$ cat config.mk
export PLATFORM = sky130hd
export DESIGN_NAME = au_bitscan_encode_flat
export DESIGN_NICKNAME = d
export VERILOG_FILES = /design/src/rtl/au_bitscan_encode_if.sv /design/src/rtl/au_bitscan_encode.sv /design/src/flat_wrapper.sv
export SDC_FILE = /design/constraint.sdc
export NUM_CORES = 1
export LEC_CHECK = 0
export CORE_MARGIN = 2
export CORE_UTILIZATION = 49
export CTS_CLUSTER_DIAMETER = 200
export DETAILED_ROUTE_END_ITERATION = 7
export PLACE_DENSITY = 0.78
export SYNTH_ARGS = -nofsm -noshare
export SYNTH_HDL_FRONTEND = slang
export SYNTH_SLANG_ARGS = --single-unit
$ cat constraint.sdc
create_clock -name clk -period 2.2 [get_ports clk]
set_input_delay 0.44 -clock clk [delete_from_list [all_inputs] [get_ports clk]]
set_output_delay 0.44 -clock clk [all_outputs]
set_load 0.05 [all_outputs]
$ cat src/rtl/au_bitscan_encode_if.sv
// Handshake bundle for the sequential multi-hot encoder: word input side and index output side.
interface au_bitscan_encode_if #(
    parameter int WIDTH = 8
);
    localparam int M = (WIDTH > 1) ? $clog2(WIDTH) : 1;

    logic             in_valid;
    logic             in_ready;
    logic [WIDTH-1:0] a;
    logic             out_valid;
    logic             out_ready;
    logic [M-1:0]     z;
    logic             out_last;
    logic             out_zero;

    modport master (
        output in_valid, a, out_ready,
        input  in_ready, out_valid, z, out_last, out_zero
    );

    modport slave (
        input  in_valid, a, out_ready,
        output in_ready, out_valid, z, out_last, out_zero
    );
endinterface

$ cat src/rtl/au_bitscan_encode.sv
// Sequential multi-hot encoder: emits the index of every set bit of an accepted word,
// one index per output beat, LSB-first or MSB-first, with zero-word signalling.
module au_bitscan_encode #(
    parameter int WIDTH     = 8,
    parameter bit MSB_FIRST = 1'b0
) (
    input logic             clk,
    input logic             rst_n,
    au_bitscan_encode_if.slave bus
);
    localparam int M = (WIDTH > 1) ? $clog2(WIDTH) : 1;

    localparam logic [0:0] ST_IDLE = 1'b0;
    localparam logic [0:0] ST_SCAN = 1'b1;

    logic [0:0]       state_r;
    logic [WIDTH-1:0] mask_r;
    logic             zflag_r;

    logic             busy_s;
    logic [M-1:0]     cur_idx_s;
    logic             single_s;
    logic             last_s;
    logic             in_fire_s;
    logic             out_fire_s;
    logic [WIDTH-1:0] mask_cleared_s;

    // Index of the next bit to emit; the last assignment in scan order wins.
    function automatic logic [M-1:0] scan_index(input logic [WIDTH-1:0] v);
        logic [M-1:0] idx;
        idx = {M{1'b0}};
        if (MSB_FIRST) begin
            for (int i = 0; i < WIDTH; i++) begin
                if (v[i]) idx = i[M-1:0];
                else      idx = idx;
            end
        end else begin
            for (int i = WIDTH - 1; i >= 0; i--) begin
                if (v[i]) idx = i[M-1:0];
                else      idx = idx;
            end
        end
        return idx;
    endfunction

    // True when exactly one bit of v is set.
    function automatic logic is_single(input logic [WIDTH-1:0] v);
        logic seen;
        logic multi;
        seen  = 1'b0;
        multi = 1'b0;
        for (int i = 0; i < WIDTH; i++) begin
            if (v[i]) begin
                multi = multi | seen;
                seen  = 1'b1;
            end else begin
                seen  = seen;
            end
        end
        return seen & ~multi;
    endfunction

    // Current-beat decode and handshake qualification.
    always_comb begin
        busy_s    = (state_r == ST_SCAN);
        cur_idx_s = scan_index(mask_r);
        single_s  = is_single(mask_r);
        last_s    = busy_s & (zflag_r | single_s);
        mask_cleared_s = mask_r;
        mask_cleared_s[cur_idx_s] = 1'b0;
        in_fire_s  = bus.in_valid & bus.in_ready;
        out_fire_s = busy_s & bus.out_ready;
    end

    // Output drive; in_ready bypasses on the last beat so consecutive words need no bubble.
    always_comb begin
        bus.out_valid = busy_s;
        bus.out_last  = last_s;
        bus.out_zero  = busy_s & zflag_r;
        bus.in_ready  = ~busy_s | (last_s & bus.out_ready);
        if (zflag_r) begin
            bus.z = {M{1'b0}};
        end else begin
            bus.z = cur_idx_s;
        end
    end

    // Scan state: load on accept, retire one set bit per output handshake.
    always_ff @(posedge clk or negedge rst_n) begin
        if (!rst_n) begin
            state_r <= ST_IDLE;
            mask_r  <= {WIDTH{1'b0}};
            zflag_r <= 1'b0;
        end else if (in_fire_s) begin
            state_r <= ST_SCAN;
            mask_r  <= bus.a;
            zflag_r <= (bus.a == {WIDTH{1'b0}});
        end else if (out_fire_s) begin
            mask_r <= mask_cleared_s;
            if (last_s) begin
                state_r <= ST_IDLE;
            end else begin
                state_r <= ST_SCAN;
            end
        end else begin
            state_r <= state_r;
            mask_r  <= mask_r;
            zflag_r <= zflag_r;
        end
    end
endmodule

$ cat src/flat_wrapper.sv
// flat-port wrapper written by rule: the top's interface ports become plain ports
module au_bitscan_encode_flat 
#(
    parameter int WIDTH     = 8,
    parameter bit MSB_FIRST = 1'b0
)
  (clk, rst_n, bus_in_valid, bus_a, bus_out_ready, bus_in_ready, bus_out_valid, bus_z, bus_out_last, bus_out_zero);
  au_bitscan_encode_if #(.WIDTH(WIDTH)) bus_i ();
  input logic clk;
  input logic rst_n;
  input wire logic [$bits(bus_i.in_valid)-1:0] bus_in_valid;
  input wire logic [$bits(bus_i.a)-1:0] bus_a;
  input wire logic [$bits(bus_i.out_ready)-1:0] bus_out_ready;
  output wire logic [$bits(bus_i.in_ready)-1:0] bus_in_ready;
  output wire logic [$bits(bus_i.out_valid)-1:0] bus_out_valid;
  output wire logic [$bits(bus_i.z)-1:0] bus_z;
  output wire logic [$bits(bus_i.out_last)-1:0] bus_out_last;
  output wire logic [$bits(bus_i.out_zero)-1:0] bus_out_zero;
  assign bus_i.in_valid = bus_in_valid;
  assign bus_i.a = bus_a;
  assign bus_i.out_ready = bus_out_ready;
  assign bus_in_ready = bus_i.in_ready;
  assign bus_out_valid = bus_i.out_valid;
  assign bus_z = bus_i.z;
  assign bus_out_last = bus_i.out_last;
  assign bus_out_zero = bus_i.out_zero;
  au_bitscan_encode #(.WIDTH(WIDTH), .MSB_FIRST(MSB_FIRST)) u_core (.clk(clk), .rst_n(rst_n), .bus(bus_i));
endmodule
* Yosys cells after proc, flatten, opt, wreduce, memory -nomap -nowiden
Index checks and enable logic that the tools add are counted. Widths: inputs -> output; s select.
Storage, ports and cells: bits in registers 10, bits of input ports 12, output and inout port bits 7, word-level logic and storage cells 57
Cells by class: magnitude comparators 2, multiplexer cells 31, bitwise operators 18, reductions and logical operators 3
Operator list (number):
- $mux 3 | 9
- $mux 1 | 19
- $mux 8 | 2
- $and 8x8->8 | 1
- $logic_not 8->1 | 1
- $not 8->8 | 1
- $or 1x1->1 | 8
- $and 1x1->1 | 6
- $lt 3x4->1 const B | 1
- $demux 1 s3 | 1
- $ge 3x1->1 const B | 1
- $not 1->1 | 2
- $reduce_bool 2->1 | 1
- $logic_and 1x1->1 | 1

* Depth between registers and ports, before layout
Gate-level depths: netlist of run 1.
depth in word-level cells 22, mapped depth 6, mapped depth without buffers 5

* Worst setup path before layout of run 1
OpenSTA, ideal clock, no wires.
path type register to output, start point register u_core.mask_r[5], end point output port bus_z[1], arrival 3.230 ns, required time 1.760 ns, setup slack -1.470 ns, cell stages (with the launch flop) 5, buffers on the path 1, path through dfrtp_1 -> buf_6 -> nor2_1 -> o21ai_0 -> a2111oi_0
Between the ends: longest elaborated chain between the ends 7
Ends and longest elaborated chain:
- from (decl) | RTL line au_bitscan_encode.sv:17 | logic [WIDTH-1:0] mask_r;
- from (signal assigned) | RTL line au_bitscan_encode.sv:92 | mask_r <= {WIDTH{1'b0}};
- from (signal assigned) | RTL line au_bitscan_encode.sv:96 | mask_r <= bus.a;
- from (signal assigned) | RTL line au_bitscan_encode.sv:99 | mask_r <= mask_cleared_s;
- $mux 3 (6 in a row) | RTL line au_bitscan_encode.sv:39 | if (v[i]) idx = i[M-1:0];
- $mux 3 | RTL line au_bitscan_encode.sv:81 | if (zflag_r) begin
- to (decl) | RTL line flat_wrapper.sv:16 | output wire logic [$bits(bus_i.z)-1:0] bus_z;
No other way between the ends.

* Worst setup path after layout of run 1
start point register u_core.mask_r[7], end point output port bus_in_ready
Between the ends: longest elaborated chain between the ends 7, elaborated cells on any way between the ends 8, classes of those cells mux: 2; bitwise: 6
Ends and longest elaborated chain:
- $mux 1 | RTL line au_bitscan_encode.sv:53 | if (v[i]) begin
- $not 1->1 | RTL line au_bitscan_encode.sv:60 | return seen & ~multi;
- $and 1x1->1 (*) | RTL line au_bitscan_encode.sv:60
- $or 1x1->1 (*) | RTL line au_bitscan_encode.sv:68 | last_s = busy_s & (zflag_r | single_s);
- $and 1x1->1 (*) | RTL line au_bitscan_encode.sv:68
- $and 1x1->1 (*) | RTL line au_bitscan_encode.sv:80 | bus.in_ready = ~busy_s | (last_s & bus.out_ready);
- $or 1x1->1 (*) | RTL line au_bitscan_encode.sv:80
- to (decl) | RTL line flat_wrapper.sv:14 | output wire logic [$bits(bus_i.in_ready)-1:0] bus_in_ready;
Mark *: on every way between the ends. The rest lies on a longest branch, timed or not.

==> impl_metrics.py, run 1 <==
metrics = {
    "synth": {
        "ys_warn_count": 0,
        "synth_ff_type": "dfrtp_1",
        "syn_inst": 104,
        "synth_edf_count": 0,
        "netlist_top_cells_count": "o21ai_0 (13), nor2_1 (12), nand2_1 (11)",
        "syn-num-nets": 116,
        "yosysUniqueCellTypes": 39,
        "synth-seq-cells": 10,
        "netlist_area_um2": 853,
        "syn_area_per_cell_um2": 8.20,
        "synth_most_common_cell": "o21ai_0",
        "yosysSeqAreaShare": 0.293,
        "yosysTopAreaCellShare": 0.293,
        "async_flop_share": 1.00,
        "netlist.top_cell.by_area": "dfrtp_1",
        "yosys-top-cells-area": "dfrtp_1 (29%), o21ai_0 (7.6%), nor2_1 (5.3%)",
    },
    "cells_and_area": {
        "fin_area_um2": 1220,
        "fill_cells": 128,
        "layout-drive-gt1-share": 0.352,
        "fin_cells": 145,
        "nets": 141,
        "syn2layout_area_growth_pct": 43.0,
        "antenna_cells": 0,
        "final_util": 0.722,
    },
    "status": {
        "violations": "setup timing",
        "outcome": "complete, but fails checks",
    },
    "route": {
        "antenna_left": 0,
        "vias": 897,
        "dr.pass1.iters": 4,
        "avgViaCountPerCell": 6.19,
        "wl_per_cell_um": 16.0,
        "drt_iter0_markers": 26,
        "totalWireLength_um": 2310,
        "drc": 0,
    },
    "placement": {
        "placed_cells": 141,
        "io_buffers": 18,
        "dpl-instance-area_um2": 1110,
        "gp_congestion": 0.887,
        "dpl.hpwl_um": 1750,
        "dp_slack_ns": 0.0620,
    },
    "global_route": {
        "grt_pass1_wl_um": 3680,
        "grt_overflow": 0,
        "grt_max_degree": 19,
        "grtUsageTotal": 0.245,
        "antenna_found_initial": 0,
        "grt_pass1_vias": 839,
    },
    "critical_path": {
        "path_buf_inv": 1,
        "arrival_ns": 1.89,
        "cp-start-kind": "flop",
        "cp_cell_sequence": "or4_4, a32oi_2, a22oi_2, o21ai_2, nand2_2, buf_12",
        "worstSetupPathType": "reg -> out",
        "crit_path_end_kind": "output port",
        "required_ns": 1.76,
        "crit_family": "simple AND/OR/NAND/NOR gates",
        "cpPeakStageDelay_ns": 0.54,
        "cp_max_fo": 3,
        "slowest_stage": "or4_4",
        "rrSetupSlack_ns": 0.17,
    },
    "sta": {
        "slew_headroom": 0.675,
        "finalHoldViolations": 0,
        "fmax_mhz": 429,
        "setup_ws_ns": -0.133,
        "fin_crit_sh": 1.06,
        "slew_viol_final": 0,
        "post-route-min-period_ns": 2.33,
        "tightest_slew_ns": 0.488,
        "finalHoldWorstSlack_ns": 0.486,
        "setup_violations": 2,
        "skew_ns": 0.00152,
        "rsz0062_at_grt": "yes",
        "tns_ns": -0.213,
    },
    "clock_network": {
        "clockRootBuffer": "clkbuf_4",
        "post_cts_buffers": 0,
        "postCtsHoldBufs": 0,
        "cts_tree": "yes",
        "worstSkewPairLatency_ns": 0.26,
        "h-tree-depth": 1,
        "cts.clk_slew.worst_paths_ns": 0.07,
        "cts_buffers": 3,
        "clockBufferDepth": 2,
        "cts.sinks": 10,
    },
    "flow_run": {
        "max_cap_viol_count": 0,
    },
    "pwr": {
        "p_leak_nw": 0.507,
        "total_power_mw": 0.765,
        "max-vdd-ir-drop_mv": 0.603,
        "p_per_area_nw_per_um2": 627,
    },
    "floorplan": {
        "die_area_um2": 2090,
        "rows": 15,
        "io_pins": 19,
        "coreArea_um2": 1690,
        "die_w_um": 45.7,
        "start_util": 0.505,
        "die_h_um": 45.7,
    },
    "min_path": {
        "hold_path.class": "in -> async",
    },
}
## sequential cells by signal (all words and copies together) (netlist names)
signal and flops:
u_core.zflag_r 1, u_core.mask_r 8, u_core.bus.out_valid 1
## power by group
part / internal, mW / switching (mW) / leakage (nW)
clock: 0.100 / 0.0634 / 0.0210
combinational: 0.190 / 0.162 / 0.380
sequential: 0.205 / 0.0448 / 0.105
## layout make-up
type | count | area, um^2 | share of cell area
Clock buffer | 4 | 36.3 | 0.0297
Inverter | 4 | 15.0 | 0.0123
Multi-Input combinational cell | 83 | 583 | 0.478
Sequential cell | 10 | 254 | 0.208
Tap cell | 17 | 21.3 | 0.0174
Timing Repair Buffer | 27 | 310 | 0.254
## final timing paths
check,from,endpoint,cells past startpoint
max in group asynchronous,rst_n,u_core.mask_r[2],1
min in group clk,u_core.mask_r[7],u_core.mask_r[7],2
max,u_core.mask_r[7],bus_in_ready,6
min,rst_n,u_core.mask_r[7],1
max reg2reg,u_core.mask_r[7],u_core.mask_r[0],6
min reg2reg,u_core.mask_r[7],u_core.mask_r[7],2
## timing repair
action | CTS | global route
pin swaps | 4 | 7
gates resized for setup | 6 | 8
endpoints found under the setup margin | 3 | 5
## cells by family (layout without fill, tap and decap cells)
| logic type | after synthesis | after routing | synth area share |
|---|---|---|---|
| AO/OA/AOI/OAI | 40 | 40 | 0.337 |
| XOR/XNOR | 1 | 1 | 0.0103 |
| buffers and inverters | 11 | 35 | 0.0953 |
| flip-flops | 10 | 10 | 0.293 |
| AND/OR/NAND/NOR | 42 | 42 | 0.264 |
## routing by layer
layer | GRT usage | vias to the layer above | share of wire
met1 | 0.310 | 448 | 0.44
met3 | 0.0595 | 2 | 0.031
met5 | 0 | - | 0
met4 | 0.0171 | 0 | 0.0091
li1 | - | 431 | -
met2 | 0.439 | 16 | 0.52
## placed cells by master, fill, tap and decap left out, drive strengths merged, types with 2 or more instances in the layout
| cell | count |
|---|---|
| a21o | 5 |
| buf | 14 |
| nand3 | 4 |
| a221o | 2 |
| or4 | 3 |
| nor2b | 2 |
| o21ai | 13 |
| dfrtp | 10 |
| o211ai | 3 |
| nand2 | 11 |
| and2b | 2 |
| clkdlybuf4s50 | 11 |
| a31oi | 5 |
| nor3 | 3 |
| nor2 | 12 |
| inv | 4 |
| clkbuf | 5 |
| a22o | 3 |
No activity file was read; power rests on OpenSTA's default activity.
==> run 2, diff against run 1 <==
--- a/config.mk
+++ b/config.mk
@@ -5,10 +5,12 @@
 export SDC_FILE = /design/constraint.sdc
 export NUM_CORES = 1
 export LEC_CHECK = 0
+export CAP_MARGIN = 40
 export CORE_MARGIN = 2
 export CORE_UTILIZATION = 49
 export CTS_CLUSTER_DIAMETER = 200
 export DETAILED_ROUTE_END_ITERATION = 7
+export HOLD_SLACK_MARGIN = 0.03
 export PLACE_DENSITY = 0.78
 export SYNTH_ARGS = -nofsm -noshare
 export SYNTH_HDL_FRONTEND = slang
==> constraint.sdc (replaced) <==
create_clock -name clk -period 2.6 [get_ports clk]
set_input_delay 0.52 -clock clk [delete_from_list [all_inputs] [get_ports clk]]
set_output_delay 0.52 -clock clk [all_outputs]
set_load 0.05 [all_outputs]
==> impl_metrics.py, run 2 (same netlist as run 1, synthesis figures left out) <==
metrics = {
    "clock_network": {
        "worstSkewPairLatency_ns": 0.27,
        "cts_tree": "yes",
        "clockRootBuffer": "clkbuf_4",
        "cts_buffers": 3,
        "cts.sinks": 10,
        "cts.clk_slew.worst_paths_ns": 0.07,
        "clockBufferDepth": 2,
        "h-tree-depth": 1,
    },
    "route": {
        "dr.pass1.iters": 4,
        "vias": 883,
        "drc": 0,
        "avgViaCountPerCell": 6.22,
        "wl_per_cell_um": 16.4,
        "antenna_left": 0,
        "drt_iter0_markers": 21,
        "totalWireLength_um": 2330,
    },
    "sta": {
        "finalHoldWorstSlack_ns": 0.569,
        "slew_headroom": 0.669,
        "fin_crit_sh": 0.974,
        "finalHoldViolations": 0,
        "tns_ns": 0,
        "tightest_slew_ns": 0.495,
        "post-route-min-period_ns": 2.53,
        "rsz0062_at_grt": "no",
        "skew_ns": 0.00214,
        "setup_violations": 0,
        "setup_ws_ns": 0.0686,
        "slew_viol_final": 0,
        "fmax_mhz": 395,
    },
    "floorplan": {
        "die_h_um": 45.7,
        "io_pins": 19,
        "start_util": 0.505,
        "die_w_um": 45.7,
        "die_area_um2": 2090,
        "rows": 15,
        "coreArea_um2": 1690,
    },
    "cells_and_area": {
        "fin_cells": 142,
        "final_util": 0.667,
        "seqCellArea_um2": 253,
        "nets": 138,
        "syn2layout_area_growth_pct": 32.0,
        "multi_input_comb_area_um2": 551,
        "fin_area_um2": 1130,
        "top_register": "u_core.mask_r",
        "fill_cells": 154,
        "layout_commonest_cell": "clkdlybuf4s50_1",
        "largest_reg_flops": 8,
        "antenna_cells": 0,
        "layout_common_cells": "clkdlybuf4s50_1 (13), o21ai_0 (12), nor2_1 (11)",
        "layout-drive-gt1-share": 0.280,
    },
    "global_route": {
        "grt_pass1_wl_um": 3940,
        "met1_usage": 0.376,
        "use_met3": 0.0238,
        "grt_overflow": 0,
        "antenna_found_initial": 0,
        "grt-busiest-layer": "met2",
        "met2_usage": 0.411,
        "grt_max_degree": 13,
        "grt_pass1_vias": 806,
        "grtUsageTotal": 0.266,
    },
    "critical_path": {
        "arrival_ns": 2.01,
        "cp-start-kind": "flop",
        "crit_path_end_kind": "output port",
        "rr_worst_depth": 7,
        "worstSetupPathType": "reg -> out",
        "cp_max_fo": 5,
        "required_ns": 2.08,
    },
    "min_path": {
        "hold_path.class": "in -> async",
    },
    "placement": {
        "io_buffers": 18,
        "placed_cells": 137,
        "gp_congestion": 0.897,
        "dp_slack_ns": 0.217,
        "dpl.hpwl_um": 1770,
        "dpl-instance-area_um2": 1060,
    },
    "pwr": {
        "total_power_mw": 0.575,
        "p_per_area_nw_per_um2": 511,
        "max-vdd-ir-drop_mv": 0.320,
        "p_leak_nw": 0.458,
    },
    "flow_run": {
        "max_cap_viol_count": 0,
    },
    "status": {
        "outcome": "finished clean",
    },
}
-- run 2: cell type report --
| class | count | share of cell area |
|---|---|---|
| multi-input combinational | 83 | 0.489 |
| timing repair buffer | 24 | 0.222 |
| clock buffer | 4 | 0.0322 |
| sequential | 10 | 0.224 |
| inverter | 4 | 0.0133 |
| tap | 17 | 0.0189 |
-- run 2: metal layers --
layer  share of wire  routed length (um)
met4           0.025                  59
met5               0                   0
met1            0.44                1020
met2            0.50                1160
met3           0.039                  90
-- run 2: path summary, 6_finish.rpt --
check | start | end | slack, ns
setup reg to reg | u_core.mask_r[4] | u_core.mask_r[7] | 0.35
min in group clk | u_core.bus.out_valid | u_core.bus.out_valid | 0.64
max in group asynchronous | rst_n | u_core.mask_r[4] | 1.68
hold / removal | rst_n | u_core.mask_r[5] | 0.57
hold reg to reg | u_core.bus.out_valid | u_core.bus.out_valid | 0.64
setup / recovery | u_core.mask_r[4] | bus_in_ready | 0.07
-- run 2: power by group --
part	switching [mW]	leakage [nW]	internal [mW]
Clock	0.0615	0.0210	0.0851
Combinational	0.121	0.329	0.0985
Sequential	0.0374	0.109	0.171
-- run 2: critical path, cell delays in order, from the launching register on --
cell and delay (ns):
dfrtp_2 0.44, or4_4 0.55, a32oi_2 0.18, a22oi_2 0.12, o21ai_2 0.20, nand2_2 0.09
buf_12 0.16
-- run 2: timing repair --
action / in CTS / in global routing
pin swaps: 0 / 3
hold buffers: 0 / 0
resized for setup: 2 / 6
buffers inserted: 0 / 1
endpoints found under the setup margin: 1 / 2
endpoints found under the hold margin: 0 / 0
